## src/rtl/min_cost_select.sv

```systemverilog
// min_cost_select
// Winner-take-all disparity selector. Consumes one candidate cost per cycle
// (index 0..num_disp-1 for one pixel), keeps the strictly-lowest cost (ties
// keep the lower index) and emits one registered result per pixel.
// Candidate-order violations are reported on seq_err.
//
// Optional feature: define UNIQUENESS_CHECK_EN to track the second-best cost
// and flag ambiguous matches on disp_invalid (gap to the winner < uniq_margin).
// Without it disp_invalid is tied low.
//
// Ports:
//   clk, reset    clock, synchronous active-high reset
//   sum           candidate cost
//   in_coords     pixel coordinates {y, x}, taken from the index-0 candidate
//   blk_index_i   candidate index
//   sum_valid     candidate qualifier (no backpressure)
//   disp          winning index
//   disp_cost     winning cost
//   out_coords    coordinates of the completed pixel
//   disp_invalid  ambiguous-match flag
//   disp_valid    one-cycle result strobe
//   seq_err       one-cycle sequence-violation strobe
module min_cost_select #(
  parameter int num_disp    = 64,
  parameter int cost_bits   = 8,
  parameter int disp_bits   = (num_disp > 1) ? $clog2(num_disp) : 1,
  parameter int uniq_margin = 2
) (
  input  logic                 clk,
  input  logic                 reset,
  input  logic [cost_bits-1:0] sum,
  input  logic [15:0]          in_coords,
  input  logic [15:0]          blk_index_i,
  input  logic                 sum_valid,
  output logic [disp_bits-1:0] disp,
  output logic [cost_bits-1:0] disp_cost,
  output logic [15:0]          out_coords,
  output logic                 disp_invalid,
  output logic                 disp_valid,
  output logic                 seq_err
);

  localparam logic [15:0] LAST_IDX = 16'(num_disp - 1);

  typedef enum logic {IDLE, ACCUM} state_t;

  state_t               state;
  logic [15:0]          exp_idx;
  logic [cost_bits-1:0] best_cost;
  logic [disp_bits-1:0] best_idx;
  logic [15:0]          pix_coords;

  // Comparison against the running best is combinational so the last
  // candidate can win and land in the result register in the same cycle.
  logic                 take;
  logic [cost_bits-1:0] nxt_best_cost;
  logic [disp_bits-1:0] nxt_best_idx;
  logic                 ambiguous;

  always_comb begin
    take          = (sum < best_cost);
    nxt_best_cost = take ? sum : best_cost;
    nxt_best_idx  = take ? blk_index_i[disp_bits-1:0] : best_idx;
  end

`ifdef UNIQUENESS_CHECK_EN
  logic [cost_bits-1:0] second_cost;
  logic [cost_bits-1:0] nxt_second;
  logic [cost_bits-1:0] gap;

  // A displaced best becomes the runner-up; otherwise the candidate competes
  // for second place. second >= best always, so the subtraction never wraps.
  always_comb begin
    nxt_second = take ? best_cost : ((sum < second_cost) ? sum : second_cost);
    gap        = nxt_second - nxt_best_cost;
    ambiguous  = (int'(gap) < uniq_margin);
  end
`else
  always_comb ambiguous = 1'b0;
`endif

  always_ff @(posedge clk) begin
    if (reset) begin
      state        <= IDLE;
      exp_idx      <= '0;
      best_cost    <= '0;
      best_idx     <= '0;
      pix_coords   <= '0;
      disp         <= '0;
      disp_cost    <= '0;
      out_coords   <= '0;
      disp_invalid <= 1'b0;
      disp_valid   <= 1'b0;
      seq_err      <= 1'b0;
`ifdef UNIQUENESS_CHECK_EN
      second_cost  <= '0;
`endif
    end else begin
      disp_valid <= 1'b0;
      seq_err    <= 1'b0;
      case (state)
        IDLE: begin
          if (sum_valid) begin
            if (blk_index_i == 16'd0) begin
              best_cost  <= sum;
              best_idx   <= '0;
              pix_coords <= in_coords;
              exp_idx    <= 16'd1;
`ifdef UNIQUENESS_CHECK_EN
              second_cost <= '1;
`endif
              if (num_disp == 1) begin
                // Single-candidate pixel: the candidate is the result.
                disp         <= '0;
                disp_cost    <= sum;
                out_coords   <= in_coords;
                disp_invalid <= 1'b0;
                disp_valid   <= 1'b1;
                exp_idx      <= '0;
              end else begin
                state <= ACCUM;
              end
            end else begin
              seq_err <= 1'b1;
            end
          end
        end
        ACCUM: begin
          if (sum_valid) begin
            if (blk_index_i == exp_idx) begin
              best_cost <= nxt_best_cost;
              best_idx  <= nxt_best_idx;
              exp_idx   <= exp_idx + 16'd1;
`ifdef UNIQUENESS_CHECK_EN
              second_cost <= nxt_second;
`endif
              if (blk_index_i == LAST_IDX) begin
                disp         <= nxt_best_idx;
                disp_cost    <= nxt_best_cost;
                out_coords   <= pix_coords;
                disp_invalid <= ambiguous;
                disp_valid   <= 1'b1;
                exp_idx      <= '0;
                state        <= IDLE;
              end
            end else if (blk_index_i == 16'd0) begin
              // Early restart: abandon the partial pixel, begin a new one.
              seq_err    <= 1'b1;
              best_cost  <= sum;
              best_idx   <= '0;
              pix_coords <= in_coords;
              exp_idx    <= 16'd1;
`ifdef UNIQUENESS_CHECK_EN
              second_cost <= '1;
`endif
            end else begin
              seq_err <= 1'b1;
              exp_idx <= '0;
              state   <= IDLE;
            end
          end
        end
        default: state <= IDLE;
      endcase
    end
  end

endmodule

```

## config.mk

```make
export PLATFORM = sky130hd
export DESIGN_NAME = min_cost_select
export DESIGN_NICKNAME = d
export VERILOG_FILES = /design/src/rtl/min_cost_select.sv
export SDC_FILE = /design/constraint.sdc
export NUM_CORES = 1
export LEC_CHECK = 0
export CORE_MARGIN = 4
export CORE_UTILIZATION = 30
export DETAILED_ROUTE_END_ITERATION = 6
export GPL_TIMING_DRIVEN = 0
export PLACE_DENSITY = 0.64
export SLEW_MARGIN = 20
export SYNTH_ARGS = -nofsm -noshare
export SYNTH_HDL_FRONTEND = slang
export SYNTH_SLANG_ARGS = --single-unit
```

## constraint.sdc

```tcl
create_clock -name clk -period 2.07 [get_ports clk]
set_clock_uncertainty 0.05 [all_clocks]
set_input_delay 0.207 -clock clk [delete_from_list [all_inputs] [get_ports clk]]
set_output_delay 0.207 -clock clk [all_outputs]
set_load 0.1 [all_outputs]
```

Yosys cells after proc, flatten, opt, wreduce, memory -nomap -nowiden:

Cells that the tools add are included.

* register bits: 79
* bits in latches: 0
* RAM bits: 0
* memory bits (read-only): 0
* bits of input ports: 43
* logic and storage cells: 63
* memories: 0

* add/subtract/negate cells: 1
* $mul: 0
* divide/modulo/power cells: 0
* order comparisons: 1
* equal/unequal tests: 6
* shift operators: 0
* muxes and demuxes: 36
* bitwise logic cells: 3
* reduce and logical (&&, ||, !) cells: 6

Operators by type and width (count)
* 16-bit two-way mux: 9
* 16-bit case mux with 2 select lines: 2
* 8-bit two-way mux: 5
* 6-bit two-way mux: 5
* 16-bit by 1-bit adder with 16-bit output (second input constant): 1
* 16-bit equality test: 1
* 16-bit by 6-bit equality test with 1-bit output (second input constant): 1
* 16-bit zero test: 1
* 8-bit case mux with 2 select lines: 1
* 6-bit case mux with 2 select lines: 1
* 1-bit two-way mux: 11
* 8-bit less-than comparator: 1
* 2-bit != test (second input constant): 4
* 3-bit AND reduction: 2
* 1-bit case mux with 2 select lines: 2
* 4-bit AND reduction: 1
* 4-bit OR reduction: 1
* 1-bit NOT: 3
* 2-bit AND reduction: 1

Logic depth before layout (Yosys ltp):

Gate-level depths: netlist of run 1.

* depth in word-level cells: 5
* mapped depth: 9

Least setup slack after synthesis of run 1:

No wires, ideal clock.

* path kind: reg-to-reg
* start: register best_cost[1]
* end: register best_cost[7]
* arrival: 1.837 ns
* path slack: 0.051 ns
* cell stages (with the launch flop): 9
* clock period less this slack: 2.019 ns
* cells stage by stage: dfxtp_1 -> inv_1 -> ha_1 -> a2111o_1 -> a21oi_2 -> buf_2 -> a21oi_1 -> a211oi_1 -> nor3_1

* word-level cells in the longest chain between the ends: 5

RTL lines
* start: declaration: line 49 `logic [cost_bits-1:0] best_cost;`
* start signal: assignment: line 105 `best_cost <= sum;`
* start signal: assignment: line 131 `best_cost <= nxt_best_cost;`
* start signal: assignment: line 149 `best_cost <= sum;`
* 8-bit less-than comparator: line 61 `take = (sum < best_cost);`
* 8-bit two-way mux: line 62 `nxt_best_cost = take ? sum : best_cost;`
* 8-bit two-way mux: line 130 `if (blk_index_i == exp_idx) begin`
* 8-bit two-way mux: line 129 `if (sum_valid) begin`
* 8-bit case mux with 2 select lines: line 101 `case (state)`

Every way passes these cells. The select of a mux whose other input is x is not followed.
A chain may end at the register's enable or synchronous reset.

Final worst setup path of run 1:

* start: register best_cost[1]
* end: register disp_cost[2]

* word-level cells in the longest chain between the ends: 2

RTL lines
* 8-bit less-than comparator: line 61
* 8-bit two-way mux: line 62
* end signal: assignment: line 115 `disp_cost <= sum;`
* end signal: assignment: line 139 `disp_cost <= nxt_best_cost;`
* end: declaration: line 36 `output logic [cost_bits-1:0] disp_cost,`

Every way passes these cells.

==> results of run 1 <==
[flip-flops by register name (all words and copies together) (netlist names)]
register    cells
best_cost       8
best_idx        6
disp            6
disp_cost       8
disp_valid      1
exp_idx        16
out_coords     16
pix_coords     16
seq_err         1
state           1
[routing by layer]
metal  vias up  global-route usage, %
met3        16                   2.53
met5         -                      0
met1      1712                   18.5
met2        82                   23.7
met4         0                   6.58
li1       1777                      -
[cell type report]
type | count | area (sq um) | area share [%]
multi-input cells | 316 | 2460 | 42.3
repair buffers | 99 | 956 | 16.4
well taps | 172 | 215 | 3.70
flip-flops and latches | 79 | 1610 | 27.6
inverters | 15 | 56.3 | 0.968
plain buffers | 26 | 199 | 3.42
clock buffers | 10 | 229 | 3.93
clock inverters | 6 | 93.8 | 1.61
[final timing paths]
path,from,end,slack (ns),cells past startpoint
worst max-delay path,best_cost[1]$_SDFFE_PP0P_,disp_cost[2]$_SDFFE_PP0P_,-0.004,8
worst max register to register,best_cost[1]$_SDFFE_PP0P_,disp_cost[2]$_SDFFE_PP0P_,-0.004,8
worst min-delay path,blk_index_i[4],best_idx[4]$_SDFFE_PP0P_,0.10,3
worst min register to register,best_idx[4]$_SDFFE_PP0P_,best_idx[4]$_SDFFE_PP0P_,0.44,2
[where the power goes]
| group | switching [mW] | internal (mW) | total [mW] |
|---|---|---|---|
| combinational | 0.201 | 0.173 | 0.374 |
| sequential | 0.000959 | 1.52 | 1.52 |
| clock | 0.656 | 1.07 | 1.72 |
| total | 0.859 | 2.75 | 3.61 |
[timing repair]
item | CTS | global route
cloned | 0 | 1
setup buffers | 11 | 14
resized for setup | 72 | 86
endpoints found under the setup margin | 101 | 75
pin swaps | 13 | 21
[synthesized netlist by cell type (2+ instances only)]
library cell / number / area share, %
buf_2: 6 / 0.77
buf_4: 2 / 0.38
and4_1: 3 / 0.67
a21o_1: 3 / 0.58
nand4_1: 11 / 1.8
mux2i_1: 39 / 10
o31ai_1: 7 / 1.3
nand4_2: 2 / 0.64
xor2_1: 3 / 0.67
ha_1: 8 / 2.6
xnor2_1: 23 / 5.1
nand3b_1: 2 / 0.38
nor3_1: 17 / 2.2
a21oi_2: 2 / 0.45
or3_1: 3 / 0.48
nand4b_1: 7 / 1.6
nand3_1: 7 / 0.89
o211ai_1: 2 / 0.38
dfxtp_1: 79 / 40
nor4_2: 4 / 1.3
inv_1: 15 / 1.4
nand2b_1: 2 / 0.32
nor2_1: 82 / 7.9
buf_6: 7 / 2.0
a21oi_1: 24 / 3.1
o21ai_0: 5 / 0.64
nand2_1: 15 / 1.4
nor4_1: 3 / 0.48
o21ai_1: 3 / 0.38
clkbuf_1: 13 / 1.2
a211oi_1: 22 / 4.2
[per-stage QoR]
stage	TNS, ns	setup slack [ns]
after global placement	-37.83	-0.690
after global routing	-0.493	-0.0985
final	-0.00394	-0.00394
after CTS	0	0.000675
after floorplan	0	0.0510
after detailed placement	-40.83	-0.730
[cells in the final DEF, fill, tap and decap left out, types with 8 or more instances in the layout]
master and count:
dlygate4sd2_1 37, nor2_1 79, xnor2_2 8, nor3_2 8, mux2i_1 37, buf_4 23
a211oi_1 18, dlymetal6s2s_1 14, nor3_1 8, clkdlybuf4s50_1 22, xnor2_1 16, clkbuf_16 10
dfxtp_1 67, nand4_1 11, a21oi_1 17, clkbuf_1 12, nand2_1 12, inv_1 11
[tightest hold or removal path, stage by stage]
cell and delay [ns]:
buf_6 0.12, inv_1 0.05, o21ai_1 0.06
[kinds of logic after synthesis]
| group | share of synthesized area [%] |
|---|---|
| flip-flops | 40.4 |
| AO/OA/AOI/OAI | 12.9 |
| buffers and inverters | 6.36 |
| adder cells (fa/ha/maj) | 2.56 |
| other | 0.0958 |
| AND/OR/NAND/NOR | 21.5 |
| multiplexers | 9.97 |
| XOR/XNOR | 6.23 |
==> flow_metrics.tcl, run 1 <==
set metrics [dict create \
    status "complete, but fails checks" \
    violations "negative setup slack" \
    cts_root_buf "clkbuf_16" \
    dp_hpwl_mm 7.77 \
    syn_area_per_cell_sq_um 8.90 \
    die_w_um 122 \
    coreArea_sq_um 12700 \
    clock-sinks 79 \
    grt_max_degree 15 \
    finalHoldWorstSlack_ns 0.102 \
    fin_crit_ns 2.07 \
    postPlaceCellArea_sq_um 4860 \
    vias 3587 \
    cellLeakagePower_nw 2.22 \
    viasPerCell 4.96 \
    cts_tree "built" \
    startpoint_type "flip-flop" \
    ir_worst_vdd_v 0.000351 \
    max_cap_viol_count 0 \
    cts_inserted_buffers 9 \
    num_rows 41 \
    cp.arrival_ns 2.22 \
    detail-route-antenna-nets 0 \
    port_buffers 73 \
    crit_required_ns 2.22 \
    avgRoutedWirePerCell_um 15.3 \
    yosys_most_used_dff "dfxtp_1" \
    fmaxAchievable_mhz 482 \
    rsz0062_at_grt "yes" \
    worstSetupPathType "reg2reg" \
    ys_async_sr_fraction_pct 0 \
    critPathSlowestCell "a2111o_1" \
    p_per_area_nw_per_um2 621 \
    synth-edff-count 0 \
    holdCritPathClass "in2reg" \
    yosysSeqAreaShare_pct 40.4 \
    slew-limit-headroom_pct 33.2 \
    ys_warn_count 0 \
    setup_viol 1 \
    dr.pass1.iters 4 \
    syn_to_final_growth_pct 48.6 \
    ys_seq_elements 79 \
    antenna_cells 0 \
    antenna_found_initial 0 \
    clk-insertion-delay-late_ns 0.34 \
    netlist_area_sq_um 3920 \
    ys_types 50 \
    grt_pass1_wl_mm 17.2 \
    finalMaxSlewViolations 0 \
    final_nets 597 \
    final_util_pct 45.7 \
    cpPeakStageDelay_ns 0.46 \
    endpoint_kind "flip-flop" \
    grt_pass1_vias 3544 \
    hold_viol_final 0 \
    cp_top_family "compound AO/OA/AOI/OAI gates" \
    worstMarginPinSlew_ns 1.01 \
    crit_path_max_fanout 5 \
    grt_usage_pct 14.4 \
    start_util_pct 30.8 \
    cts.path.max_buffers 2 \
    layout-drive-gt1-share_pct 24.5 \
    fillerInstances 1256 \
    report.power.total_mw 3.61 \
    initialDrtViolationCount 258 \
    drt_wl_total_mm 11.1 \
    dieArea_sq_um 14900 \
    syn_nets 491 \
    ioPinCount 76 \
    fin_area_sq_um 5820 \
    setup_slack_ns -0.00394 \
    postCtsHoldBufs 0 \
    die_y_um 122 \
    grt_overflow 0 \
    routedLengthMet1_mm 5.09 \
    top_layer_used "met4" \
    routed-wl-met2_mm 5.40 \
    synthCells 440 \
    place.gp.congestion 0.858 \
    path_cells "inv_2 -> ha_4 -> a2111o_1 -> a21oi_4 -> buf_4 -> nor2_1 -> a21oi_1 -> a211oi_1" \
    wl_met3_um 400 \
    cp.buffers_inverters 2 \
    route.detailed.drc 0 \
    cts.clk_slew.worst_paths_ns 0.06 \
    layout.cells.non_filler 723 \
    finalCritPeriodShare_pct 100 \
    placed_cells 685 \
    h-tree-depth 3 \
]
Note: power is estimated with default switching activity, not from simulation.
==> inputs of run 2 (changes only) <==
--- a/config.mk
+++ b/config.mk
@@ -9,7 +9,6 @@
 export CORE_UTILIZATION = 30
 export DETAILED_ROUTE_END_ITERATION = 6
 export GPL_TIMING_DRIVEN = 0
-export PLACE_DENSITY = 0.64
 export SLEW_MARGIN = 20
 export SYNTH_ARGS = -nofsm -noshare
 export SYNTH_HDL_FRONTEND = slang
==> run 2 against run 1 <==
  * The run now ends clean
  * Maximum frequency grew 0.63%
  * Non-clock buffer count grew 7
  * Critical path depth shrank 1
  * First-iteration DRC count shrank 13%
  * Flip-flop and latch count is the same
  * Critical endpoint is now disp[0]$_SDFFE_PP0P_
==> flow_metrics.tcl, run 2 (synthesized netlist as in run 1, its figures left out) <==
set metrics [dict create \
    antenna_cells 0 \
    cpPeakStageDelay_ns 0.47 \
    crit_path_max_fanout 10 \
    grt_max_degree 15 \
    setup_slack_ns 0.00898 \
    syn_to_final_growth_pct 52.7 \
    rsz0062_at_grt "yes" \
    status "finished clean" \
    start_util_pct 30.8 \
    port_buffers 73 \
    layout-drive-gt1-share_pct 26.5 \
    critPathSlowestCell "clkdlybuf4s50_1" \
    finalCritPeriodShare_pct 99.6 \
    finalMaxSlewViolations 0 \
    cts.clk_slew.worst_paths_ns 0.06 \
    p_per_area_nw_per_um2 600 \
    fillerInstances 1216 \
    cts_inserted_buffers 9 \
    seqCellArea_sq_um 1610 \
    setup_viol 0 \
    cts_root_buf "clkbuf_16" \
    fin_area_sq_um 5980 \
    antenna_found_initial 0 \
    viasPerCell 4.97 \
    endpoint_kind "flip-flop" \
    dieArea_sq_um 14900 \
    initialDrtViolationCount 224 \
    detailedPlace.worstSlack_ns -0.775 \
    coreArea_sq_um 12700 \
    report.power.total_mw 3.59 \
    crit_required_ns 2.21 \
    num_rows 41 \
    grt_usage_pct 14.7 \
    grt_overflow 0 \
    postCtsHoldBufs 0 \
    ioPinCount 76 \
    die_w_um 122 \
    grt_pass1_wl_mm 17.4 \
    die_y_um 122 \
    finalHoldWorstSlack_ns 0.113 \
    max_cap_viol_count 0 \
    dr.pass1.iters 4 \
    final_cell_mix "nor2_1 (78), dfxtp_1 (68), mux2i_1 (35)" \
    multi_input_area_sq_um 2480 \
    startpoint_type "primary input" \
    drt_wl_total_mm 11.6 \
    final_nets 604 \
    reg_top3 "exp_idx x16, out_coords x16, pix_coords x16" \
    cp.arrival_ns 2.20 \
    worstMarginPinSlew_ns 0.996 \
    route.detailed.drc 0 \
    final_common_cell "nor2_1" \
    cellLeakagePower_nw 2.37 \
    holdCritPathClass "in2reg" \
    dp_hpwl_mm 7.84 \
    slew-limit-headroom_pct 33.9 \
    placed_cells 685 \
    path_cells "clkdlybuf4s50_1 -> ha_1 -> a2111o_1 -> a21oi_4 -> buf_8 -> mux2i_1 -> a211oi_2" \
    worstSetupPathType "in2reg" \
    cts_tree "built" \
    detail-route-antenna-nets 0 \
    clock-sinks 79 \
    postPlaceCellArea_sq_um 4860 \
    h-tree-depth 3 \
    grt_pass1_vias 3546 \
    fmaxAchievable_mhz 485 \
    cts.path.max_buffers 2 \
    place.gp.congestion 0.827 \
    clk-insertion-delay-late_ns 0.34 \
    avgRoutedWirePerCell_um 15.8 \
    fin_crit_ns 2.06 \
    layout.cells.non_filler 730 \
    vias 3631 \
    ir_worst_vdd_v 0.000316 \
    hold_viol_final 0 \
]
-- run 2: changes by cell type in the layout (fill, tap and decap cells not counted), sizes merged --
cell / previous run / this run
clkdlybuf4s50: 22 / 24
buf: 37 / 41
dlymetal6s2s: 14 / 20
clkbuf: 25 / 28
dlygate4sd2: 37 / 29
-- run 2: layer usage --
layer | vias to the layer above | track usage, % | share of wire [%]
met3 | 20 | 3.59 | 4.9
li1 | 1785 | - | -
met4 | 0 | 6.23 | 2.0
met5 | - | 0 | 0
met1 | 1722 | 19.2 | 46
met2 | 104 | 23.2 | 47
-- run 2: final timing paths --
check                                                  from                           to  slack (ns)  cells after the start
worst min register to register  out_coords[10]$_SDFFE_PP0P_  out_coords[10]$_SDFFE_PP0P_        0.44                      2
worst min-delay path                         blk_index_i[4]     best_idx[4]$_SDFFE_PP0P_        0.11                      3
worst max-delay path                                 sum[2]         disp[0]$_SDFFE_PP0P_       0.009                      7
worst max register to register    best_cost[1]$_SDFFE_PP0P_         disp[0]$_SDFFE_PP0P_        0.02                      7
-- run 2: timing repair --
action,in CTS,in global routing
resized for setup,57,111
buffers inserted,14,11
hold endpoints to repair,0,0
endpoints found under the setup margin,98,81
cloned,0,5
pin swaps,10,29
-- run 2: power breakdown --
part / internal [mW] / switching [mW] / leakage (nW)
Combinational: 0.166 / 0.203 / 1.57
Clock: 1.06 / 0.639 / 0.153
Sequential: 1.52 / 0.000987 / 0.644
Total: 2.75 / 0.843 / 2.37
-- run 2: layout make-up --
type	count	share of cell area [%]
repair buffers	103	17.7
well taps	172	3.60
plain buffers	29	4.04
clock buffers	10	3.83
multi-input cells	316	41.4
clock inverters	6	1.57
inverters	15	0.941
flip-flops and latches	79	26.9
-- run 2: through the flow --
| step | utilization (%) | TNS [ns] |
|---|---|---|
| floorplan | - | 0 |
| global placement | 38.2 | -38.99 |
| detailed placement | 38.2 | -42.47 |
| CTS | 42.6 | 0 |
| global route | 47.0 | -4.31 |
| finish | 47.0 | 0 |
-- run 2: critical path, delay by kind of cell --
family | cells | cell delay [ns]
adder cells (fa/ha/maj) | 1 | 0.26
multiplexers | 1 | 0.27
buffers and inverters | 2 | 0.67
AO/OA/AOI/OAI | 3 | 0.78
==> RTL change: new RTL, config.mk and constraints of run 1 <==
Add a define of `UNIQUENESS_CHECK_EN`.
--- a/src/rtl/min_cost_select.sv
+++ b/src/rtl/min_cost_select.sv
@@ -21,4 +21,6 @@
 //   disp_valid    one-cycle result strobe
 //   seq_err       one-cycle sequence-violation strobe
+`define UNIQUENESS_CHECK_EN
+
 module min_cost_select #(
   parameter int num_disp    = 64,
Behaviour: no difference found for any inputs over 10 cycles, from zero or initial values and one cycle with reset high; that may be too few to reach the edited logic, so the function may still have changed.
==> RTL change against run 1 <==
The flow still finishes with violations (setup timing). Worst setup slack got worse by 1.4 ns. Routed wire length rose by 56%. Power rose by 14%. Cell count rose by 34%. Final area rose by 40%. Sequential share of layout area fell by 5.5 points. Die area rose by 19%. Largest power group unchanged. Maximum frequency fell by 41%. Critical path type unchanged. Synthesized area rose by 20%. Combinational power rose by 95%. Sequential cell count rose by 9. Synthesized cell count rose by 30%. Count of clock-buffer cells in the layout fell by 1.
==> RTL change: results <==
worst_setup_path:
  r2r_end: "disp_invalid"
  reg2reg_from: "best_cost[3]"
  worst_path_largest_cell_delay_ns: 0.35
  worstPathArrival_ns: 3.77
  cp_slowest_cell: "dfxtp_2"
  r2r_cells: 19
placed_design:
  place_hpwl_um: 9810
  dp_worst_setup_slack_ns: -2.03
  gp_congestion: 0.828
  placed_cell_area_um2: 5820
  dp_cells: 855
routing:
  drt_iter0_drc: 376
  wl_per_cell_um: 17.9
  viasPerCell: 5.24
run_status:
  violations: "setup timing"
  status: "finished, violations left"
yosys:
  synthTopCellsByArea: "dfxtp_1, nand2_1, a21oi_1, ha_1, xnor2_1"
  syn_inst: 571
  synth_common_cells: "nand2_1, dfxtp_1, a21oi_1"
  synthesis.nets: 636
  yosysSeqAreaShare_pct: 37.4
  synth.area.mux_share_pct: 3.61
  netlist-cell-type-count: 52
  synth_fa_ha_area_share_pct: 6.01
timing:
  relSlewSlack_pct: 33.5
  finalSetupViolations: 46
  layout_setup_ws_ns: -1.45
final_layout:
  nMultiInputCombCells: 420
  nonClkBufAreaFrac_pct: 23.6
  nFillCells: 1316
  fin_nets: 815
  clkCellAreaFrac_pct: 3.71
  sh_seq_area_pct: 22.2
  multi_input_area_share_pct: 46.0
  drive_gt1_share_pct: 49.1
  nFlopsAndLatches: 88
  inv_count: 28
  layoutNonFillerInstCount: 966
  num-nonclk-buffers: 203
die:
  core-area_um2: 15300
cts:
  cts.clk_slew.worst_paths_ns: 0.08
pwr:
  p_leak_uw: 0.00316
  comb_power_share_pct: 17.7
  sw_frac_of_total_pct: 27.0
  peakVddDrop_v: 0.000559
grt:
  grt_usage_pct: 17.8
  grt_pass1_wl_um: 25600
  grt_pass1_vias: 4988
  grt_max_degree: 17
==> RTL change: cell types whose count changed after synthesis, moves of 11 or more <==
cell	run 1	this run
nand2_1	15	92
mux2i_1	39	17
nor2_1	82	42
a211oi_1	22	9
o21ai_0	5	17
inv_1	15	28
a221oi_1	0	16
ha_1	8	21
nor3_1	17	6
a21oi_1	24	55
==> RTL change: how the worst min path moves through the flow <==
stage | startpoint | to | slack [ns] | depth (start not counted)
floorplan | in_coords[0] | pix_coords[0] | 0.29 | 2
global placement | out_coords[3] | out_coords[3] | 0.39 | 2
detailed placement | out_coords[3] | out_coords[3] | 0.40 | 2
CTS | blk_index_i[0] | best_idx[0] | 0.09 | 3
global route | blk_index_i[0] | best_idx[0] | 0.12 | 3
finish | blk_index_i[0] | best_idx[0] | 0.11 | 3
==> RTL change: stage by stage <==
| step | total power (µW) | utilization, % | TNS (ns) |
|---|---|---|---|
| final | 4110 | 53.2 | -17.01 |
| after global routing | 4230 | 53.2 | -22.80 |
| after CTS | 4040 | 48.6 | -21.72 |
| after detailed placement | 2180 | 38.0 | -70.19 |
| after global placement | 2180 | 38.0 | -68.78 |
| after floorplan | 2010 | - | -3.09 |
==> RTL change: what timing repair did <==
action | CTS | global route
hold endpoints to repair | 0 | 0
endpoints found under the setup margin | 119 | 88
cloned | 8 | 1
buffers inserted | 76 | 33
pin swaps | 86 | 89
resized for setup | 250 | 187
==> RTL change: layer usage <==
metal,wire [µm],track usage (%),vias to the layer above
met1,7530,23.5,2459
met5,0,0,-
met2,8430,28.9,161
met3,844,3.63,37
li1,-,-,2405
met4,502,6.51,0
